===== src/rtl/psum_accum.sv =====
// Partial-sum accumulator: pulls rows from an upstream FIFO, accumulates them
// across passes and emits the ReLU of each row on the final pass.
module psum_accum #(
  parameter int col       = 8,
  parameter int psum_bw   = 16,
  parameter int acc_depth = 16,
  parameter int rd_lat    = 2
) (
  input  logic                   clk,
  input  logic                   reset,
  input  logic                   start,
  input  logic [3:0]             n_pass,
  input  logic [4:0]             n_rows,
  input  logic                   fifo_valid,
  output logic                   fifo_rd,
  input  logic [col*psum_bw-1:0] fifo_data,
  output logic                   out_valid,
  output logic [3:0]             out_addr,
  output logic [col*psum_bw-1:0] out_data,
  output logic                   busy,
  output logic                   done
);

  localparam int W  = col * psum_bw;
  localparam int AW = (acc_depth > 1) ? $clog2(acc_depth) : 1;
  localparam logic [4:0] DEPTH = 5'(acc_depth);
  localparam logic [1:0] WLAST = 2'((rd_lat >= 2) ? rd_lat - 2 : 0);

  typedef enum logic [2:0] {IDLE, REQ, WAIT, ACC, DONE} state_t;

  state_t       state_q;
  logic [4:0]   row_q, nrows_q;
  logic [3:0]   pass_q, npass_q;
  logic [1:0]   wcnt_q;
  logic         busy_q, done_q, out_valid_q;
  logic [3:0]   out_addr_q;
  logic [W-1:0] hold_q;
  logic [W-1:0] acc_q [acc_depth];

  logic [W-1:0]       sum_row, relu_row;
  logic [psum_bw-1:0] lane_f, lane_a, lane_s;
  logic               last_pass, last_row;

  assign last_pass = (pass_q == npass_q - 4'd1);
  assign last_row  = (row_q == nrows_q - 5'd1);

  always_comb begin
    sum_row  = '0;
    relu_row = '0;
    lane_f   = '0;
    lane_a   = '0;
    lane_s   = '0;
    for (int unsigned i = 0; i < col; i++) begin
      lane_f = fifo_data[i*psum_bw +: psum_bw];
      lane_a = acc_q[row_q[AW-1:0]][i*psum_bw +: psum_bw];
      lane_s = (pass_q == '0) ? lane_f : lane_a + lane_f;
      sum_row[i*psum_bw +: psum_bw]  = lane_s;
      relu_row[i*psum_bw +: psum_bw] = lane_s[psum_bw-1] ? '0 : lane_s;
    end
  end

  // The pop request is issued in the REQ cycle itself so that data returned
  // rd_lat cycles later lines up exactly with the ACC cycle.
  assign fifo_rd   = (state_q == REQ) && fifo_valid;
  assign out_valid = out_valid_q;
  assign out_addr  = out_addr_q;
  assign out_data  = out_valid_q ? relu_row : hold_q;
  assign busy      = busy_q;
  assign done      = done_q;

  always_ff @(posedge clk) begin
    if (reset) begin
      state_q     <= IDLE;
      row_q       <= '0;
      pass_q      <= '0;
      npass_q     <= '0;
      nrows_q     <= '0;
      wcnt_q      <= '0;
      busy_q      <= 1'b0;
      done_q      <= 1'b0;
      out_valid_q <= 1'b0;
      out_addr_q  <= '0;
      hold_q      <= '0;
    end else begin
      done_q      <= 1'b0;
      out_valid_q <= 1'b0;
      case (state_q)
        IDLE: if (start) begin
          state_q <= REQ;
          busy_q  <= 1'b1;
          row_q   <= '0;
          pass_q  <= '0;
          npass_q <= (n_pass == '0) ? 4'd1 : n_pass;
          nrows_q <= (n_rows == '0 || n_rows > DEPTH) ? DEPTH : n_rows;
        end
        REQ: if (fifo_valid) begin
          wcnt_q <= '0;
          if (rd_lat <= 1) begin
            state_q     <= ACC;
            out_valid_q <= last_pass;
            out_addr_q  <= row_q[3:0];
          end else begin
            state_q <= WAIT;
          end
        end
        WAIT: if (wcnt_q == WLAST) begin
          state_q     <= ACC;
          out_valid_q <= last_pass;
          out_addr_q  <= row_q[3:0];
        end else begin
          wcnt_q <= wcnt_q + 2'd1;
        end
        ACC: begin
          if (last_pass) hold_q <= relu_row;
          if (last_row) begin
            row_q  <= '0;
            pass_q <= pass_q + 4'd1;
            if (last_pass) begin
              state_q <= DONE;
              done_q  <= 1'b1;
            end else begin
              state_q <= REQ;
            end
          end else begin
            row_q   <= row_q + 5'd1;
            state_q <= REQ;
          end
        end
        DONE: begin
          state_q <= IDLE;
          busy_q  <= 1'b0;
        end
        default: state_q <= IDLE;
      endcase
    end
  end

  always_ff @(posedge clk) begin
    if (!reset && state_q == ACC) acc_q[row_q[AW-1:0]] <= sum_row;
  end

endmodule


===== config.mk =====
export PLATFORM = sky130hd
export DESIGN_NAME = psum_accum
export DESIGN_NICKNAME = d
export VERILOG_FILES = /design/src/rtl/psum_accum.sv
export SDC_FILE = /design/constraint.sdc
export NUM_CORES = 2
export LEC_CHECK = 0
export ABC_AREA = 1
export BUFFER_PORTS_ARGS = -buffer_cell sky130_fd_sc_hd__buf_2
export CAP_MARGIN = 20
export CORE_MARGIN = 3
export CORE_UTILIZATION = 30
export CTS_CLUSTER_DIAMETER = 50
export DETAILED_ROUTE_END_ITERATION = 6
export SYNTH_ARGS = -nofsm -noshare
export SYNTH_HDL_FRONTEND = slang
export SYNTH_SLANG_ARGS = --single-unit

===== constraint.sdc =====
create_clock -name clk -period 13.2 [get_ports clk]
set_input_delay 1.32 -clock clk [delete_from_list [all_inputs] [get_ports clk]]
set_output_delay 1.32 -clock clk [all_outputs]
set_load 0.05 [all_outputs]

==> reports/metrics.yaml <==
timing:
  slew_viol_final: 0
  fin_skew_ns: 0.0634
  min_period_over_period_pct: 68.1
  tns_ns: 0
  setup_viol: 0
  fin_crit_ns: 8.99
  tightest_slew_ns: 1.27
  hold_violations: 0
  rsz0062_at_grt: "no"
  holdWs_ns: 0.466
  relSlewSlack_pct: 15.6
  fmax_ghz: 0.111
logic_synthesis:
  yosysWarnings: 0
  ys_async_sr_fraction_pct: 0
  syn-instance-count: 8199
  synth_compound_area_share_pct: 13.6
  synth_edf_count: 2048
  seq_area_frac_synth_pct: 68.2
  synth-simple-area-share_pct: 11.9
  muxShareOfSynthArea_pct: 0.148
  synth_seq_cells: 2202
  synth_xor_area_share_pct: 0.435
  synth_top_family_by_area: "compound AO/OA/AOI/OAI gates"
  synthAdderAreaFrac_pct: 1.89
  synth_area_per_cell_um2: 11.5
  synth_ff_type: "edfxtp_1"
  netlist-cell-type-count: 48
  syn_area_um2: 94700
placed_design:
  dp_hpwl_mm: 160
  place_congestion: 0.891
  port_buffers: 268
  place_area_um2: 100000
layout:
  multiInputGateArea_um2: 26700
  regArea_um2: 64600
  areaGrowthSynthToFinish_pct: 13.3
  fin_util_pct: 34.3
  nFillCells: 30400
  drive_above_1_share_pct: 9.92
  final_cell_area_um2: 107000
  nNetsFinal: 8550
worst_hold_path:
  hold_path_end: "wcnt_q[1]$_SDFFE_PP0P_"
  min_path_type: "reg -> reg"
  hp-start: "wcnt_q[1]$_SDFFE_PP0P_"
  holdPathStages: 2
detailed_routing:
  drt-pass1-iter-count: 6
  wirelength_mm: 291
  wire_per_inst_um: 23.1
  viasPerCell: 5.26
  ant_nets: 0
  drc_errors: 0
  vias: 66300
  drt_iter0_markers: 6596
clocking:
  post_cts_buffers: 0
  clockRootBuffer: "clkbuf_16"
  numClockSinks: 2202
  htreeDepth: 4
  clockBufferDepth: 4
  postCtsHoldBufs: 0
  cts_tree: "yes"
  clk_latency_ns: 0.89
  numCtsBuffers: 221
  path_clk_slew_ns: 0.06
  cts_resized: 0
grt:
  grt_max_degree: 359
  grt_use_total_pct: 17.4
  overflow: 0
  antenna_found_initial: 33
  grt_pass1_wl_mm: 426
  first_global_vias: 63900
setup_path:
  reg2reg_slack_ns: 6.40
  worstSetupStartpointType: "flip-flop"
  cp-end-kind: "primary output"
  cp_data_required_time_ns: 11.88
  r2r_cells: 17
  r2r-end: "acc_q[6][95]$_DFFE_PP_"
  cp_data_arrival_time_ns: 7.67
  critPathMaxFanout: 89
  crit_type: "reg -> out"
run:
  max_cap_viol_count: 0
die:
  coreArea_um2: 313000
  start_util_pct: 30.3
  die_area_um2: 322000
  io_pins: 277
  placementRows: 205
  fp.dieH_um: 568
  die_width_um: 568
pwr:
  power_density_nw_per_um2: 141
  leakagePower_nw: 37.0
  power.total_mw: 15.2
  vdd_drop_max_uv: 96.5
run_status:
  outcome: "completed"
-- cells in the final DEF (no fill, tap or decap), drive strengths merged --
| cell type | count |
|---|---|
| clkbuf | 267 |
| a211oi | 7 |
| nand4 | 21 |
| nand3 | 429 |
| o22ai | 310 |
| nand2 | 1016 |
| and3 | 9 |
| clkinv | 82 |
| o31ai | 5 |
| o32ai | 4 |
| mux2i | 14 |
| or2 | 13 |
| buf | 386 |
| o21a | 9 |
| o221ai | 212 |
| xor2 | 23 |
| fa | 8 |
| ha | 130 |
| clkinvlp | 14 |
| nor2 | 1146 |
| conb | 8 |
| dfxtp | 154 |
| o21ai | 1388 |
| xnor2 | 24 |
| inv | 291 |
| a21oi | 255 |
| nand3b | 32 |
| and2 | 2 |
| diode | 21 |
| a2111oi | 1 |
| edfxtp | 2048 |
| o211ai | 79 |
| nor3b | 2 |
| or4 | 1 |
| nor3 | 24 |
| bufinv | 23 |
| a21o | 1 |
| o21bai | 9 |
-- Yosys cell counts (2+ instances only) --
cell type	count	area, um2
nor2_4	2	22.5
nand3_2	45	450
nand2_2	9	56.3
nor3b_1	2	15.0
nor3_1	24	120
inv_2	2	7.51
buf_2	135	676
a21oi_2	10	87.6
inv_1	274	1030
buf_6	24	270
buf_1	11	41.3
clkbuf_1	335	1260
nand3_1	384	1920
a211oi_1	7	52.6
o21bai_1	9	67.6
dfxtp_1	154	3080
o32ai_1	4	35.0
fa_1	8	160
nand4_2	8	100
buf_4	37	278
nand4_1	13	81.3
o21a_1	9	67.6
xnor2_1	24	210
or2_2	13	81.3
o21ai_1	198	991
nor2_1	1144	4290
o221ai_1	212	1860
o211ai_1	79	593
and3_1	9	56.3
ha_1	130	1630
o21ai_0	1190	5960
nand3b_1	32	240
o31ai_1	5	37.5
mux2i_1	14	140
and2_1	2	12.5
edfxtp_1	2048	61500
nand2_1	1007	3780
o22ai_1	310	1940
xor2_1	23	201
a21oi_1	245	1230
-- logic make-up (layout without fill, tap and decap cells) --
logic type / count (synthesis) / after routing
XOR/XNOR: 47 / 47
adder cells (fa/ha/maj): 138 / 138
AO/OA/AOI/OAI: 2280 / 2280
multiplexers: 14 / 14
flip-flops: 2202 / 2202
AND/OR/NAND/NOR: 2695 / 2695
other: 1 / 29
buffers and inverters: 822 / 1063
-- flip-flops by register name, summed over array words and instances, names as in the netlist, named ones only --
name,flops
acc_q,2048
busy,1
done,1
hold_q,120
npass_q,4
nrows_q,5
out_addr,4
out_valid,1
pass_q,4
row_q,5
state_q,3
wcnt_q,2
-- worst max-delay path, stage by stage (launching register included) --
cell     delay (ns)
dfxtp_4        0.75
buf_4          0.81
buf_4          0.80
buf_4          0.74
o21ai_0        0.19
o22ai_1        0.22
o21ai_1        0.08
o22ai_1        0.40
ha_1           0.36
a21oi_1        0.20
o21ai_0        0.14
a21o_1         0.21
nand2_1        0.07
nand2_1        0.05
o21ai_0        0.77
nand3_1        0.23
o21ai_1        0.21
buf_2          0.30
-- per-stage QoR --
stage,instances,setup WS (ns)
finish,12600,4.21
global route,12600,3.82
CTS,12600,4.25
detailed placement,12200,5.17
global placement,12200,5.16
floorplan,8206,2.16
-- worst max path at each step --
| stage | startpoint | to | slack, ns |
|---|---|---|---|
| finish | flip-flop | out_data[88] | 4.21 |
| global route | flip-flop | out_data[43] | 3.82 |
| floorplan | reset | acc_q[3][0]$_DFFE_PP_ | 2.16 |
| detailed placement | flip-flop | out_data[89] | 5.17 |
| global placement | flip-flop | out_data[43] | 5.16 |
| CTS | flip-flop | out_data[89] | 4.25 |
-- per-layer routing --
layer / global-route usage, % / vias to the layer above / wire [um]
met5: 0 / - / 34
li1: - / 30200 / -
met1: 20.9 / 33200 / 114000
met3: 2.09 / 513 / 16300
met2: 30.7 / 2393 / 147000
met4: 8.29 / 4 / 14100
-- power breakdown --
| group | leakage [nW] | internal [mW] | switching, mW |
|---|---|---|---|
| registers | 19.6 | 7.65 | 0.0169 |
| clock network | 3.50 | 3.61 | 2.69 |
| logic | 13.9 | 0.348 | 0.860 |
-- final cells by class --
type | instances | share of cell area [%]
multi-input combinational | 5182 | 24.9
inverter | 278 | 1.04
tap | 4140 | 4.83
clock inverter | 132 | 1.28
antenna | 21 | 0.0490
clock buffer | 267 | 5.43
sequential | 2202 | 60.2
timing repair buffer | 386 | 2.30
No activity file was read; power rests on OpenSTA's default activity.
